--- config.mk ---
export PLATFORM = sky130hd
export DESIGN_NAME = fwd_hazard_ctrl_flat
export DESIGN_NICKNAME = d
export VERILOG_FILES = /design/src/rtl/fwd_hazard_ctrl_pkg.sv /design/src/rtl/fwd_hazard_ctrl_if.sv /design/src/rtl/fwd_hazard_ctrl_src_match.sv /design/src/rtl/fwd_hazard_ctrl.sv /design/src/flat_wrapper.sv
export SDC_FILE = /design/constraint.sdc
export NUM_CORES = 1
export LEC_CHECK = 0
export CORE_ASPECT_RATIO = 0.7
export CORE_MARGIN = 2
export CORE_UTILIZATION = 25
export DETAILED_ROUTE_END_ITERATION = 10
export SYNTH_ARGS = -nofsm -noshare
export SYNTH_HDL_FRONTEND = slang
export SYNTH_SLANG_ARGS = --single-unit
--- constraint.sdc ---
create_clock -name clk -period 1.83 [get_ports clk]
set_input_delay 0.183 -clock clk [delete_from_list [all_inputs] [get_ports clk]]
set_output_delay 0.183 -clock clk [all_outputs]
set_load 0.02 [all_outputs]
--- src/rtl/fwd_hazard_ctrl_pkg.sv ---
// Shared types for the dual-issue hazard/forwarding controller.
// Slot b is the older branch pipe, slot m is the younger memory pipe.
package fwd_hazard_ctrl_pkg;

    localparam int unsigned REG_AW = 5;
    localparam int unsigned SEL_W  = 3;

    typedef enum logic [SEL_W-1:0] {
        SEL_NORMAL  = 3'b000,
        SEL_BR_EX   = 3'b001,
        SEL_MEM_EX  = 3'b010,
        SEL_BR_MEM  = 3'b011,
        SEL_MEM_MEM = 3'b100,
        SEL_BR_WB   = 3'b101,
        SEL_MEM_WB  = 3'b110
    } fwd_sel_e;

    typedef struct packed {
        logic              valid;
        logic [REG_AW-1:0] rd;
        logic              we;
        logic              is_load;
    } inflight_t;

    typedef enum logic {
        ST_RUN,
        ST_SPLIT
    } ctrl_state_e;

    // x0 is hardwired zero, so a record naming it is never a forwarding source.
    function automatic logic rec_match(inflight_t r, logic [REG_AW-1:0] src);
        return r.valid & r.we & (r.rd == src) & (src != '0) & (r.is_load | ~r.is_load);
    endfunction

endpackage

--- src/rtl/fwd_hazard_ctrl_if.sv ---
// Decode-stage bundle into the controller and issue/forwarding results out.
interface fwd_hazard_ctrl_if;
    import fwd_hazard_ctrl_pkg::*;

    logic              id_valid_b, id_valid_m;
    logic [REG_AW-1:0] id_rs1_b, id_rs2_b, id_rs1_m, id_rs2_m;
    logic [REG_AW-1:0] id_rd_b, id_rd_m;
    logic              id_we_b, id_we_m;
    logic              id_is_load_m;
    logic              flush;

    logic              issue_b, issue_m;
    logic              stall_fetch;
    logic [SEL_W-1:0]  fwd_sel_rs1_b, fwd_sel_rs2_b, fwd_sel_rs1_m, fwd_sel_rs2_m;

    modport master (
        output id_valid_b, id_valid_m, id_rs1_b, id_rs2_b, id_rs1_m, id_rs2_m,
               id_rd_b, id_rd_m, id_we_b, id_we_m, id_is_load_m, flush,
        input  issue_b, issue_m, stall_fetch,
               fwd_sel_rs1_b, fwd_sel_rs2_b, fwd_sel_rs1_m, fwd_sel_rs2_m
    );

    modport slave (
        input  id_valid_b, id_valid_m, id_rs1_b, id_rs2_b, id_rs1_m, id_rs2_m,
               id_rd_b, id_rd_m, id_we_b, id_we_m, id_is_load_m, flush,
        output issue_b, issue_m, stall_fetch,
               fwd_sel_rs1_b, fwd_sel_rs2_b, fwd_sel_rs1_m, fwd_sel_rs2_m
    );

endinterface

--- src/rtl/fwd_hazard_ctrl_src_match.sv ---
// Compares one decode source against the six in-flight records and picks
// the youngest matching producer; also flags a hit on a load still in ID/EX.
module fwd_src_match
    import fwd_hazard_ctrl_pkg::*;
(
    input  logic [REG_AW-1:0] src,
    input  inflight_t         idex_b,
    input  inflight_t         idex_m,
    input  inflight_t         exmem_b,
    input  inflight_t         exmem_m,
    input  inflight_t         memwb_b,
    input  inflight_t         memwb_m,
    output fwd_sel_e          sel,
    output logic              load_hit
);

    always_comb begin
        sel = SEL_NORMAL;
        if (rec_match(idex_m, src))
            sel = SEL_MEM_EX;
        else if (rec_match(idex_b, src))
            sel = SEL_BR_EX;
        else if (rec_match(exmem_m, src))
            sel = SEL_MEM_MEM;
        else if (rec_match(exmem_b, src))
            sel = SEL_BR_MEM;
        else if (rec_match(memwb_m, src))
            sel = SEL_MEM_WB;
        else if (rec_match(memwb_b, src))
            sel = SEL_BR_WB;
    end

    assign load_hit = rec_match(idex_m, src) & idex_m.is_load;

endmodule

--- src/rtl/fwd_hazard_ctrl.sv ---
// Issue/hazard controller: shadow pipeline records, registered forwarding
// selects, load-use stall and intra-bundle split sequencing.
module fwd_hazard_ctrl
    import fwd_hazard_ctrl_pkg::*;
(
    input  logic               clk,
    input  logic               rst_n,
    fwd_hazard_ctrl_if.slave   dif
);

    ctrl_state_e state, state_nxt;
    inflight_t   idex_b, idex_m, exmem_b, exmem_m, memwb_b, memwb_m;

    logic [REG_AW-1:0] src      [4];
    fwd_sel_e          sel      [4];
    logic              load_hit [4];
    logic [SEL_W-1:0]  sel_q    [4];

    logic slot_b_live, load_use, intra;
    logic issue_b, issue_m, stall_fetch;

    assign src[0] = dif.id_rs1_b;
    assign src[1] = dif.id_rs2_b;
    assign src[2] = dif.id_rs1_m;
    assign src[3] = dif.id_rs2_m;

    for (genvar i = 0; i < 4; i++) begin : g_match
        fwd_src_match u_match (
            .src      (src[i]),
            .idex_b   (idex_b),
            .idex_m   (idex_m),
            .exmem_b  (exmem_b),
            .exmem_m  (exmem_m),
            .memwb_b  (memwb_b),
            .memwb_m  (memwb_m),
            .sel      (sel[i]),
            .load_hit (load_hit[i])
        );
    end

    // In SPLIT the branch slot already left, so it is masked from hazard checks.
    assign slot_b_live = dif.id_valid_b & (state == ST_RUN);
    assign load_use    = (slot_b_live & (load_hit[0] | load_hit[1]))
                       | (dif.id_valid_m & (load_hit[2] | load_hit[3]));
    assign intra       = slot_b_live & dif.id_valid_m & dif.id_we_b & (dif.id_rd_b != '0)
                       & ((dif.id_rs1_m == dif.id_rd_b) | (dif.id_rs2_m == dif.id_rd_b));

    always_comb begin
        state_nxt   = state;
        issue_b     = 1'b0;
        issue_m     = 1'b0;
        stall_fetch = 1'b0;
        if (dif.flush) begin
            state_nxt = ST_RUN;
        end else if (load_use) begin
            stall_fetch = 1'b1;
        end else if (state == ST_RUN) begin
            if (intra) begin
                issue_b     = 1'b1;
                stall_fetch = 1'b1;
                state_nxt   = ST_SPLIT;
            end else begin
                issue_b = dif.id_valid_b;
                issue_m = dif.id_valid_m;
            end
        end else begin
            issue_m   = dif.id_valid_m;
            state_nxt = ST_RUN;
        end
    end

    always_ff @(posedge clk or negedge rst_n) begin
        if (!rst_n) begin
            state   <= ST_RUN;
            idex_b  <= '0;
            idex_m  <= '0;
            exmem_b <= '0;
            exmem_m <= '0;
            memwb_b <= '0;
            memwb_m <= '0;
            for (int unsigned i = 0; i < 4; i++)
                sel_q[i] <= '0;
        end else begin
            state   <= state_nxt;
            memwb_b <= exmem_b;
            memwb_m <= exmem_m;
            exmem_b <= idex_b;
            exmem_m <= idex_m;
            if (issue_b)
                idex_b <= '{valid: 1'b1, rd: dif.id_rd_b, we: dif.id_we_b, is_load: 1'b0};
            else
                idex_b <= '0;
            if (issue_m)
                idex_m <= '{valid: 1'b1, rd: dif.id_rd_m, we: dif.id_we_m, is_load: dif.id_is_load_m};
            else
                idex_m <= '0;
            sel_q[0] <= issue_b ? sel[0] : SEL_NORMAL;
            sel_q[1] <= issue_b ? sel[1] : SEL_NORMAL;
            sel_q[2] <= issue_m ? sel[2] : SEL_NORMAL;
            sel_q[3] <= issue_m ? sel[3] : SEL_NORMAL;
        end
    end

    assign dif.issue_b       = issue_b;
    assign dif.issue_m       = issue_m;
    assign dif.stall_fetch   = stall_fetch;
    assign dif.fwd_sel_rs1_b = sel_q[0];
    assign dif.fwd_sel_rs2_b = sel_q[1];
    assign dif.fwd_sel_rs1_m = sel_q[2];
    assign dif.fwd_sel_rs2_m = sel_q[3];

endmodule

--- src/flat_wrapper.sv ---
// flat-port wrapper written by rule: the top's interface ports become plain ports
module fwd_hazard_ctrl_flat import fwd_hazard_ctrl_pkg::*;
  (clk, rst_n, dif_id_valid_b, dif_id_valid_m, dif_id_rs1_b, dif_id_rs2_b, dif_id_rs1_m, dif_id_rs2_m, dif_id_rd_b, dif_id_rd_m, dif_id_we_b, dif_id_we_m, dif_id_is_load_m, dif_flush, dif_issue_b, dif_issue_m, dif_stall_fetch, dif_fwd_sel_rs1_b, dif_fwd_sel_rs2_b, dif_fwd_sel_rs1_m, dif_fwd_sel_rs2_m);
  fwd_hazard_ctrl_if dif_i ();
  input  logic clk;
  input  logic rst_n;
  input wire logic [$bits(dif_i.id_valid_b)-1:0] dif_id_valid_b;
  input wire logic [$bits(dif_i.id_valid_m)-1:0] dif_id_valid_m;
  input wire logic [$bits(dif_i.id_rs1_b)-1:0] dif_id_rs1_b;
  input wire logic [$bits(dif_i.id_rs2_b)-1:0] dif_id_rs2_b;
  input wire logic [$bits(dif_i.id_rs1_m)-1:0] dif_id_rs1_m;
  input wire logic [$bits(dif_i.id_rs2_m)-1:0] dif_id_rs2_m;
  input wire logic [$bits(dif_i.id_rd_b)-1:0] dif_id_rd_b;
  input wire logic [$bits(dif_i.id_rd_m)-1:0] dif_id_rd_m;
  input wire logic [$bits(dif_i.id_we_b)-1:0] dif_id_we_b;
  input wire logic [$bits(dif_i.id_we_m)-1:0] dif_id_we_m;
  input wire logic [$bits(dif_i.id_is_load_m)-1:0] dif_id_is_load_m;
  input wire logic [$bits(dif_i.flush)-1:0] dif_flush;
  output wire logic [$bits(dif_i.issue_b)-1:0] dif_issue_b;
  output wire logic [$bits(dif_i.issue_m)-1:0] dif_issue_m;
  output wire logic [$bits(dif_i.stall_fetch)-1:0] dif_stall_fetch;
  output wire logic [$bits(dif_i.fwd_sel_rs1_b)-1:0] dif_fwd_sel_rs1_b;
  output wire logic [$bits(dif_i.fwd_sel_rs2_b)-1:0] dif_fwd_sel_rs2_b;
  output wire logic [$bits(dif_i.fwd_sel_rs1_m)-1:0] dif_fwd_sel_rs1_m;
  output wire logic [$bits(dif_i.fwd_sel_rs2_m)-1:0] dif_fwd_sel_rs2_m;
  assign dif_i.id_valid_b = dif_id_valid_b;
  assign dif_i.id_valid_m = dif_id_valid_m;
  assign dif_i.id_rs1_b = dif_id_rs1_b;
  assign dif_i.id_rs2_b = dif_id_rs2_b;
  assign dif_i.id_rs1_m = dif_id_rs1_m;
  assign dif_i.id_rs2_m = dif_id_rs2_m;
  assign dif_i.id_rd_b = dif_id_rd_b;
  assign dif_i.id_rd_m = dif_id_rd_m;
  assign dif_i.id_we_b = dif_id_we_b;
  assign dif_i.id_we_m = dif_id_we_m;
  assign dif_i.id_is_load_m = dif_id_is_load_m;
  assign dif_i.flush = dif_flush;
  assign dif_issue_b = dif_i.issue_b;
  assign dif_issue_m = dif_i.issue_m;
  assign dif_stall_fetch = dif_i.stall_fetch;
  assign dif_fwd_sel_rs1_b = dif_i.fwd_sel_rs1_b;
  assign dif_fwd_sel_rs2_b = dif_i.fwd_sel_rs2_b;
  assign dif_fwd_sel_rs1_m = dif_i.fwd_sel_rs1_m;
  assign dif_fwd_sel_rs2_m = dif_i.fwd_sel_rs2_m;
  fwd_hazard_ctrl u_core (.clk(clk), .rst_n(rst_n), .dif(dif_i));
endmodule
==> impl_metrics.tcl, run 1 <==
set metrics [dict create \
    grt_pass1_wl_mm 20.1 \
    die_y_um 105 \
    dp_slack_ns -0.996 \
    synth_top_area_frac 0.384 \
    track_usage 0.171 \
    startpoint_type "register" \
    max-cap-violations 0 \
    cts_buffer_depth 2 \
    critPathMaxFanout 5 \
    ys_seq_area_frac 0.384 \
    syn_nets 412 \
    fin_util 0.393 \
    placedCellCount 676 \
    finalCriticalPeriod_ns 2.39 \
    overflow 0 \
    wl_per_cell_um 18.6 \
    tritoncts "done" \
    synth.top_cells.by_count "69 x xnor2_1, 56 x dfrtp_1, 37 x xor2_1, 18 x nand2_1, 17 x inv_1" \
    synthMostInstantiatedCell "xnor2_1" \
    num_vias 3343 \
    ctsHtreeMaxLevel 2 \
    layout-drive-gt1-share 0.350 \
    postSynthAreaPerCell_um2 9.77 \
    initial_utilization 0.259 \
    dieArea_mm2 0.0156 \
    multi_input_area_mm2 0.00224 \
    synth.area.top_cells "dfrtp_1 38%, xnor2_1 17%, xor2_1 8.9%" \
    fin_crit_sh 1.30 \
    drv_slew 0 \
    antenna_cells 0 \
    drtIter0Drc 239 \
    rows 36 \
    r2r_slack_ns -0.53 \
    syn_area_mm2 0.00365 \
    cts_buffers 5 \
    fmax_ghz 0.419 \
    setup_viol_count_final 31 \
    hold_slack_ns 0.377 \
    area_delta_synth_final_pct 51.7 \
    syn_inst 374 \
    regArea_mm2 0.00141 \
    drt_pre_antenna_iters 5 \
    irDropWorstVdd_mv 0.359 \
    violations "negative setup slack" \
    critPathCaptureType "primary output" \
    rsz0062_at_grt "true" \
    clock_latency_ns 0.30 \
    port_buffers 52 \
    criticalPathCategory "reg2out" \
    max-slew-margin-rel 0.641 \
    fin_area_mm2 0.00554 \
    tns_ns -10.88 \
    nNetsFinal 546 \
    drc 0 \
    grt_start_max_net_pins 25 \
    p_per_area_mw_per_mm2 546 \
    final-hold-violation-count 0 \
    rr_startpoint "u_core.idex_m[6]$_DFF_PN0_" \
    ios 53 \
    finalWorstSetupSlack_ns -0.556 \
    yosysTopAreaCell "dfrtp_1" \
    cts_root_buf "clkbuf_16" \
    place_congestion 0.958 \
    worst_slew_pin_slew_ns 0.539 \
    finalClockSkew_ns 0.00479 \
    async_reset_ff_frac 1.00 \
    core-area_mm2 0.0141 \
    yosys_warnings 0 \
    postPlaceCellArea_mm2 0.00502 \
    p_leak_nw 2.34 \
    cts.sink_count 56 \
    synthFlopType "dfrtp_1" \
    p_total_mw 3.03 \
    synth_edf_count 0 \
    grt_antenna_before_repair 0 \
    die_w_um 148 \
    status "finished, violations left" \
    viasPerCell 4.78 \
    reg2reg_depth 11 \
    r2r_end "u_core.dif.fwd_sel_rs2_m[2]$_DFF_PN0_" \
    nFillCells 1361 \
    worstPathRequired_ns 1.65 \
    startpoint "u_core.idex_m[6]$_DFF_PN0_" \
    ys_types 49 \
    antenna_left 0 \
    hold_class "reg2reg" \
    crit_path_end "dif_issue_m" \
    routed_wl_mm 13.0 \
    grt_pass1_vias 3444 \
    clk_pin_slew_worst_paths_ns 0.08 \
    fin_cells 699 \
    crit_arrival_ns 2.20 \
    ys_ff_latch 56 \
    hpwl_mm 9.83 \
]
cells by family (layout without fill, tap and decap cells):
logic type / after synthesis / in the layout / synth area share
buffers and inverters: 53 / 188 / 0.0678
flip-flops: 56 / 56 / 0.384
AO/OA/AOI/OAI: 46 / 46 / 0.103
XOR/XNOR: 106 / 106 / 0.254
AND/OR/NAND/NOR: 113 / 113 / 0.192
repair_timing:
item / in CTS / in global routing
pin swaps: 16 / 9
setup buffers: 9 / 8
cloned: 1 / 0
resized for setup: 67 / 19
hold endpoints to repair: 19 / 0
setup endpoints to repair: 31 / 31
hold buffers: 1 / 0
area by class of cell:
type                    instances  share of cell area
multi-input cells             265               0.403
repair buffers                161               0.260
flip-flops and latches         56               0.254
well taps                     190              0.0429
clock buffers                   5              0.0226
inverters                      19              0.0138
clock inverters                 3             0.00429
worst min path at each step:
stage	end	from	slack, ns	depth (start not counted)
2_1_floorplan	u_core.dif.fwd_sel_rs1_b[0]$_DFF_PN0_	rst_n	-0.11	0
3_3_place_gp	u_core.dif.fwd_sel_rs1_b[0]$_DFF_PN0_	rst_n	0.18	1
3_5_place_dp	u_core.dif.fwd_sel_rs1_b[2]$_DFF_PN0_	rst_n	0.19	1
4_1_cts	u_core.memwb_b[1]$_DFF_PN0_	u_core.exmem_b[1]$_DFF_PN0_	0.38	0
5_1_grt	u_core.exmem_b[1]$_DFF_PN0_	u_core.idex_b[1]$_DFF_PN0_	0.38	0
6_report	u_core.memwb_m[7]$_DFF_PN0_	u_core.exmem_m[7]$_DFF_PN0_	0.38	0
power by group:
part	switching [mW]	internal (mW)	leakage, nW
Combinational	0.327	0.368	1.53
Sequential	0.0578	1.28	0.751
Clock	0.486	0.511	0.0660
Total	0.870	2.15	2.34
flip-flops by register name, indices dropped and copies added, names as in the netlist:
register,flops
u_core.dif.fwd_sel_rs1_b,3
u_core.dif.fwd_sel_rs1_m,3
u_core.dif.fwd_sel_rs2_b,3
u_core.dif.fwd_sel_rs2_m,3
u_core.exmem_b,7
u_core.exmem_m,7
u_core.idex_b,7
u_core.idex_m,8
u_core.memwb_b,7
u_core.memwb_m,7
u_core.state,1
layout by cell type (no fill, tap or decap), drive strengths merged, types with 2 or more instances in the layout:
master         Yosys  final
nor2b              2      2
nand2             18     18
nor2              11     11
nor3               8      8
nand3              6      6
dlygate4sd2        0      5
nand4             16     16
xor2              37     37
o21ai              5      5
nor4              16     16
clkinvlp           0      2
nand2b             5      5
a21oi              5      5
buf               20    112
dlymetal6s2s       0      4
a31oi              2      2
a221oi             9      9
clkdlybuf4s50      0     39
or4                9      9
xnor2             69     69
and2              15     15
dfrtp             56     56
inv               19     19
a221o              5      5
o221ai             7      7
o211ai             2      2
clkbuf            14      5
o22ai              3      3
metal layers:
| metal | GRT usage | up-vias | part of all wire |
|---|---|---|---|
| met5 | 0 | - | 0 |
| met4 | 0.0252 | 0 | 0.0059 |
| met3 | 0.0358 | 7 | 0.064 |
| met2 | 0.249 | 146 | 0.41 |
| met1 | 0.262 | 1631 | 0.52 |
| li1 | - | 1559 | - |
critical path: stages, from the launching register on:
cell and delay, ns:
dfrtp_2 0.51, xnor2_2 0.20, nand4_1 0.12, or4_4 0.44
a21o_4 0.26, buf_6 0.13, nand4_4 0.07, inv_4 0.04
buf_6 0.12
No activity file was read; power rests on OpenSTA's default activity.
==> run 2: changes to the inputs <==
- CTS_CLUSTER_SIZE: not set -> 12
- clock period: 1.83 -> 1.95 ns (I/O delays scaled with it)
==> impl_metrics.tcl, run 2 (same netlist as run 1, synthesis figures left out) <==
set metrics [dict create \
    finalClockSkew_ns 0.0110 \
    violations "negative setup slack" \
    die_w_um 148 \
    drc 0 \
    p_comb_frac 0.223 \
    worstPathRequired_ns 1.75 \
    antenna_left 0 \
    grt_pass1_vias 3348 \
    core-area_mm2 0.0141 \
    p_sw_mw 0.790 \
    critPathCaptureType "primary output" \
    crit_arrival_ns 2.14 \
    cts.sink_count 56 \
    hold_class "in2async" \
    drv_slew 0 \
    critPathMaxFanout 4 \
    startpoint_type "register" \
    wl_per_cell_um 18.2 \
    layout-drive-gt1-share 0.315 \
    final_common_cell "buf_4" \
    track_usage 0.163 \
    finalWorstSetupSlack_ns -0.384 \
    cts_root_buf "clkbuf_16" \
    fin_area_mm2 0.00544 \
    max-cap-violations 0 \
    swShare 0.282 \
    status "finished, violations left" \
    clkPwrFrac 0.327 \
    clk_pin_slew_worst_paths_ns 0.08 \
    cts_buffers 5 \
    tns_ns -5.30 \
    die_y_um 105 \
    postPlaceCellArea_mm2 0.00493 \
    grt_antenna_before_repair 0 \
    ios 53 \
    p_int_mw 2.01 \
    grt_pass1_wl_mm 19.2 \
    p_per_area_mw_per_mm2 514 \
    criticalPathCategory "reg2out" \
    initial_utilization 0.259 \
    dieArea_mm2 0.0156 \
    rows 36 \
    power.share.sequential 0.450 \
    hpwl_mm 9.68 \
    drtIter0Drc 196 \
    routed_wl_mm 12.5 \
    drt_pre_antenna_iters 4 \
    dp_slack_ns -0.782 \
    antenna_cells 0 \
    p_total_mw 2.80 \
    worst_slew_pin_slew_ns 0.467 \
    fin_crit_sh 1.20 \
    top_register "u_core.idex_m" \
    p_leak_nw 2.26 \
    rsz0062_at_grt "true" \
    ctsHtreeMaxLevel 2 \
    clock_latency_ns 0.30 \
    largest_reg_flops 8 \
    max-slew-margin-rel 0.686 \
    nNetsFinal 535 \
    tritoncts "done" \
    irDropWorstVdd_mv 0.342 \
    area_delta_synth_final_pct 48.9 \
    overflow 0 \
    cts_buffer_depth 2 \
    place_congestion 0.941 \
    final_cell_mix "83 x buf_4, 60 x xnor2_1, 51 x dfrtp_1" \
    num_vias 3309 \
    final-hold-violation-count 0 \
    fmax_ghz 0.429 \
    grt_start_max_net_pins 21 \
    finalCriticalPeriod_ns 2.33 \
    setup_viol_count_final 29 \
    port_buffers 52 \
    viasPerCell 4.81 \
]
[run 2: final timing paths]
kind,from,end,slack [ns],depth (start not counted)
worst max-delay path,u_core.idex_m[6]$_DFF_PN0_,dif_issue_b,-0.38,8
worst min-delay path,rst_n,u_core.dif.fwd_sel_rs1_b[1]$_DFF_PN0_,0.37,2
worst max register to register,u_core.idex_m[6]$_DFF_PN0_,u_core.idex_m[4]$_DFF_PN0_,-0.27,10
worst min register to register,u_core.idex_b[1]$_DFF_PN0_,u_core.exmem_b[1]$_DFF_PN0_,0.37,0
max in group asynchronous,rst_n,u_core.idex_m[2]$_DFF_PN0_,0.93,3
min in group clk,u_core.idex_b[1]$_DFF_PN0_,u_core.exmem_b[1]$_DFF_PN0_,0.37,0
[run 2: per-stage QoR]
stage	util	std cells	hold WS [ns]
final	0.386	688	0.371
after global placement	0.350	669	0.163
after floorplan	-	374	-0.101
after global routing	0.386	688	0.392
after detailed placement	0.350	669	0.173
after CTS	0.372	687	0.378
[run 2: final cells by class]
cell class	instances	area [um2]
repair buffers	150	1350
fillers	1407	8660
flip-flops and latches	56	1410
multi-input cells	265	2220
inverters	19	76.3
clock inverters	3	21.3
well taps	190	238
clock buffers	5	125
[run 2: power by group through the flow]
| stage | registers (mW) | clock network (mW) | logic, mW |
|---|---|---|---|
| final | 1.26 | 0.916 | 0.624 |
| after global routing | 1.26 | 0.986 | 0.673 |
| after CTS | 1.26 | 0.932 | 0.592 |
| after detailed placement | 1.28 | 0 | 0.556 |
| after global placement | 1.28 | 0 | 0.545 |
| after floorplan | 1.25 | 0 | 0.319 |
[run 2: routing by layer]
layer	wire length (um)	GRT usage
met3	1140	0.0323
met1	6190	0.258
met4	144	0.0388
met2	5020	0.221
met5	0	0
[run 2: what timing repair did]
action	in CTS	in global routing
endpoints found under the hold margin	17	0
gates cloned	1	0
setup buffers	9	2
hold buffers	1	0
pin swaps	7	11
endpoints found under the setup margin	31	31
resized for setup	42	31
[run 2: worst max-delay path: stages, from the launching register on]
cell and delay (ns):
dfrtp_2 0.45, xnor2_2 0.18, nand4_1 0.13, or4_4 0.44, a21o_4 0.24, buf_12 0.13
nand4b_4 0.10, inv_4 0.04, buf_6 0.12
==> run 3: changes to the inputs <==
--- a/config.mk
+++ b/config.mk
@@ -12,4 +12,6 @@
 export DETAILED_ROUTE_END_ITERATION = 10
+export SKIP_CTS_REPAIR_TIMING = 1
 export SYNTH_ARGS = -nofsm -noshare
 export SYNTH_HDL_FRONTEND = slang
+export SYNTH_HIERARCHICAL = 1
 export SYNTH_SLANG_ARGS = --single-unit
--- a/constraint.sdc
+++ b/constraint.sdc
@@ -3,2 +3,2 @@
 set_output_delay 0.195 -clock clk [all_outputs]
-set_load 0.02 [all_outputs]
+set_load 0.005 [all_outputs]
==> impl_metrics.tcl, run 3 <==
set metrics [dict create \
    finalWorstSetupSlack_ns -0.631 \
    largest_reg_flops 8 \
    startpoint_type "register" \
    syn_inst 462 \
    crit_arrival_ns 2.39 \
    syn_nets 500 \
    viasPerCell 4.84 \
    layout-drive-gt1-share 0.334 \
    drv_slew 0 \
    nNetsFinal 623 \
    critPathMaxFanout 8 \
    tns_ns -7.97 \
    core-area_mm2 0.0172 \
    status "finished, violations left" \
    drc 0 \
    irDropWorstVdd_mv 0.358 \
    critPathCaptureType "primary output" \
    die_w_um 162 \
    max-cap-violations 0 \
    antenna_left 0 \
    syn_area_mm2 0.00439 \
    rows 40 \
    hold_slack_ns 0.373 \
    initial_utilization 0.256 \
    final_common_cell "buf_4" \
    clk_pin_slew_worst_paths_ns 0.07 \
    antenna_cells 0 \
    overflow 0 \
    wl_per_cell_um 18.5 \
    p_per_area_mw_per_mm2 493 \
    fmax_ghz 0.387 \
    p_leak_nw 2.48 \
    yosys_warnings 6 \
    track_usage 0.159 \
    cts.sink_count 56 \
    routed_wl_mm 15.1 \
    grt_antenna_before_repair 0 \
    finalClockSkew_ns 0.00974 \
    hpwl_mm 11.8 \
    fin_util 0.361 \
    drt_pre_antenna_iters 5 \
    grt_pass1_vias 3832 \
    port_buffers 52 \
    setup_viol_count_final 31 \
    fin_area_mm2 0.00620 \
    fin_crit_sh 1.32 \
    worstPathRequired_ns 1.75 \
    cts_root_buf "clkbuf_16" \
    place_congestion 0.963 \
    postSynthAreaPerCell_um2 9.50 \
    grt_pass1_wl_mm 22.4 \
    p_total_mw 3.06 \
    final_cell_mix "79 x buf_4, 52 x dfrtp_1, 50 x xnor2_1" \
    criticalPathCategory "reg2out" \
    final-hold-violation-count 0 \
    finalCriticalPeriod_ns 2.58 \
    tritoncts "done" \
    num_vias 3958 \
    clock_latency_ns 0.30 \
    max-slew-margin-rel 0.647 \
    violations "negative setup slack" \
    worst_slew_pin_slew_ns 0.529 \
    top_register "u_core/idex_m" \
    rsz0062_at_grt "true" \
    die_y_um 115 \
    reg2reg_depth 10 \
    cts_buffers 5 \
    cts_buffer_depth 2 \
    dieArea_mm2 0.0187 \
    area_delta_synth_final_pct 41.3 \
    grt_start_max_net_pins 25 \
    ios 53 \
    hold_class "in2async" \
    ctsHtreeMaxLevel 2 \
    postPlaceCellArea_mm2 0.00557 \
    drtIter0Drc 449 \
]
==> run 3: path summary, 6_finish.rpt <==
check	startpoint	end	slack, ns
min reg2reg	u_core/idex_b[1]$_DFF_PN0_	u_core/exmem_b[1]$_DFF_PN0_	0.48
max in group asynchronous	rst_n	u_core/idex_m[6]$_DFF_PN0_	0.90
min	rst_n	u_core/memwb_m[7]$_DFF_PN0_	0.37
min in group clk	dif_id_rd_m[3]	u_core/idex_m[5]$_DFF_PN0_	0.46
max reg2reg	u_core/idex_m[6]$_DFF_PN0_	u_core/idex_b[2]$_DFF_PN0_	-0.30
max	u_core/idex_m[6]$_DFF_PN0_	dif_issue_b	-0.63
==> run 3: where the power goes <==
group | internal [mW] | leakage, nW | switching, mW | total [mW]
sequential | 1.20 | 0.751 | 0.0855 | 1.28
clock | 0.612 | 0.0815 | 0.413 | 1.02
combinational | 0.370 | 1.65 | 0.384 | 0.754
==> run 3: cell type report <==
type,instances,area (um2)
fill,1702,11000
tap,231,289
sequential,56,1410
inverter,37,139
clock inverter,2,38.8
clock buffer,6,129
multi-input combinational,342,2900
timing repair buffer,143,1310
==> run 3: worst max-delay path, stage by stage (launching register included) <==
cell and delay (ns):
dfrtp_2 0.51, buf_6 0.16, a222oi_1 0.29, nand4_1 0.21
nor2_2 0.17, o21a_4 0.16, a211oi_4 0.05, buf_4 0.14
buf_6 0.12, and2_4 0.15, buf_6 0.11
==> run 3: metrics by stage <==
stage               setup slack [ns]  cells
floorplan                   0.000768    462
global placement              -0.912    795
detailed placement            -0.960    795
CTS                            -1.09    803
global route                  -0.723    817
finish                        -0.631    817
==> run 3: routing by layer <==
metal | up-vias | global-route usage | part of all wire
li1 | 1853 | - | -
met5 | - | 0 | 0
met1 | 1926 | 0.241 | 0.46
met4 | 0 | 0.0319 | 0.011
met3 | 12 | 0.0415 | 0.099
met2 | 167 | 0.227 | 0.43
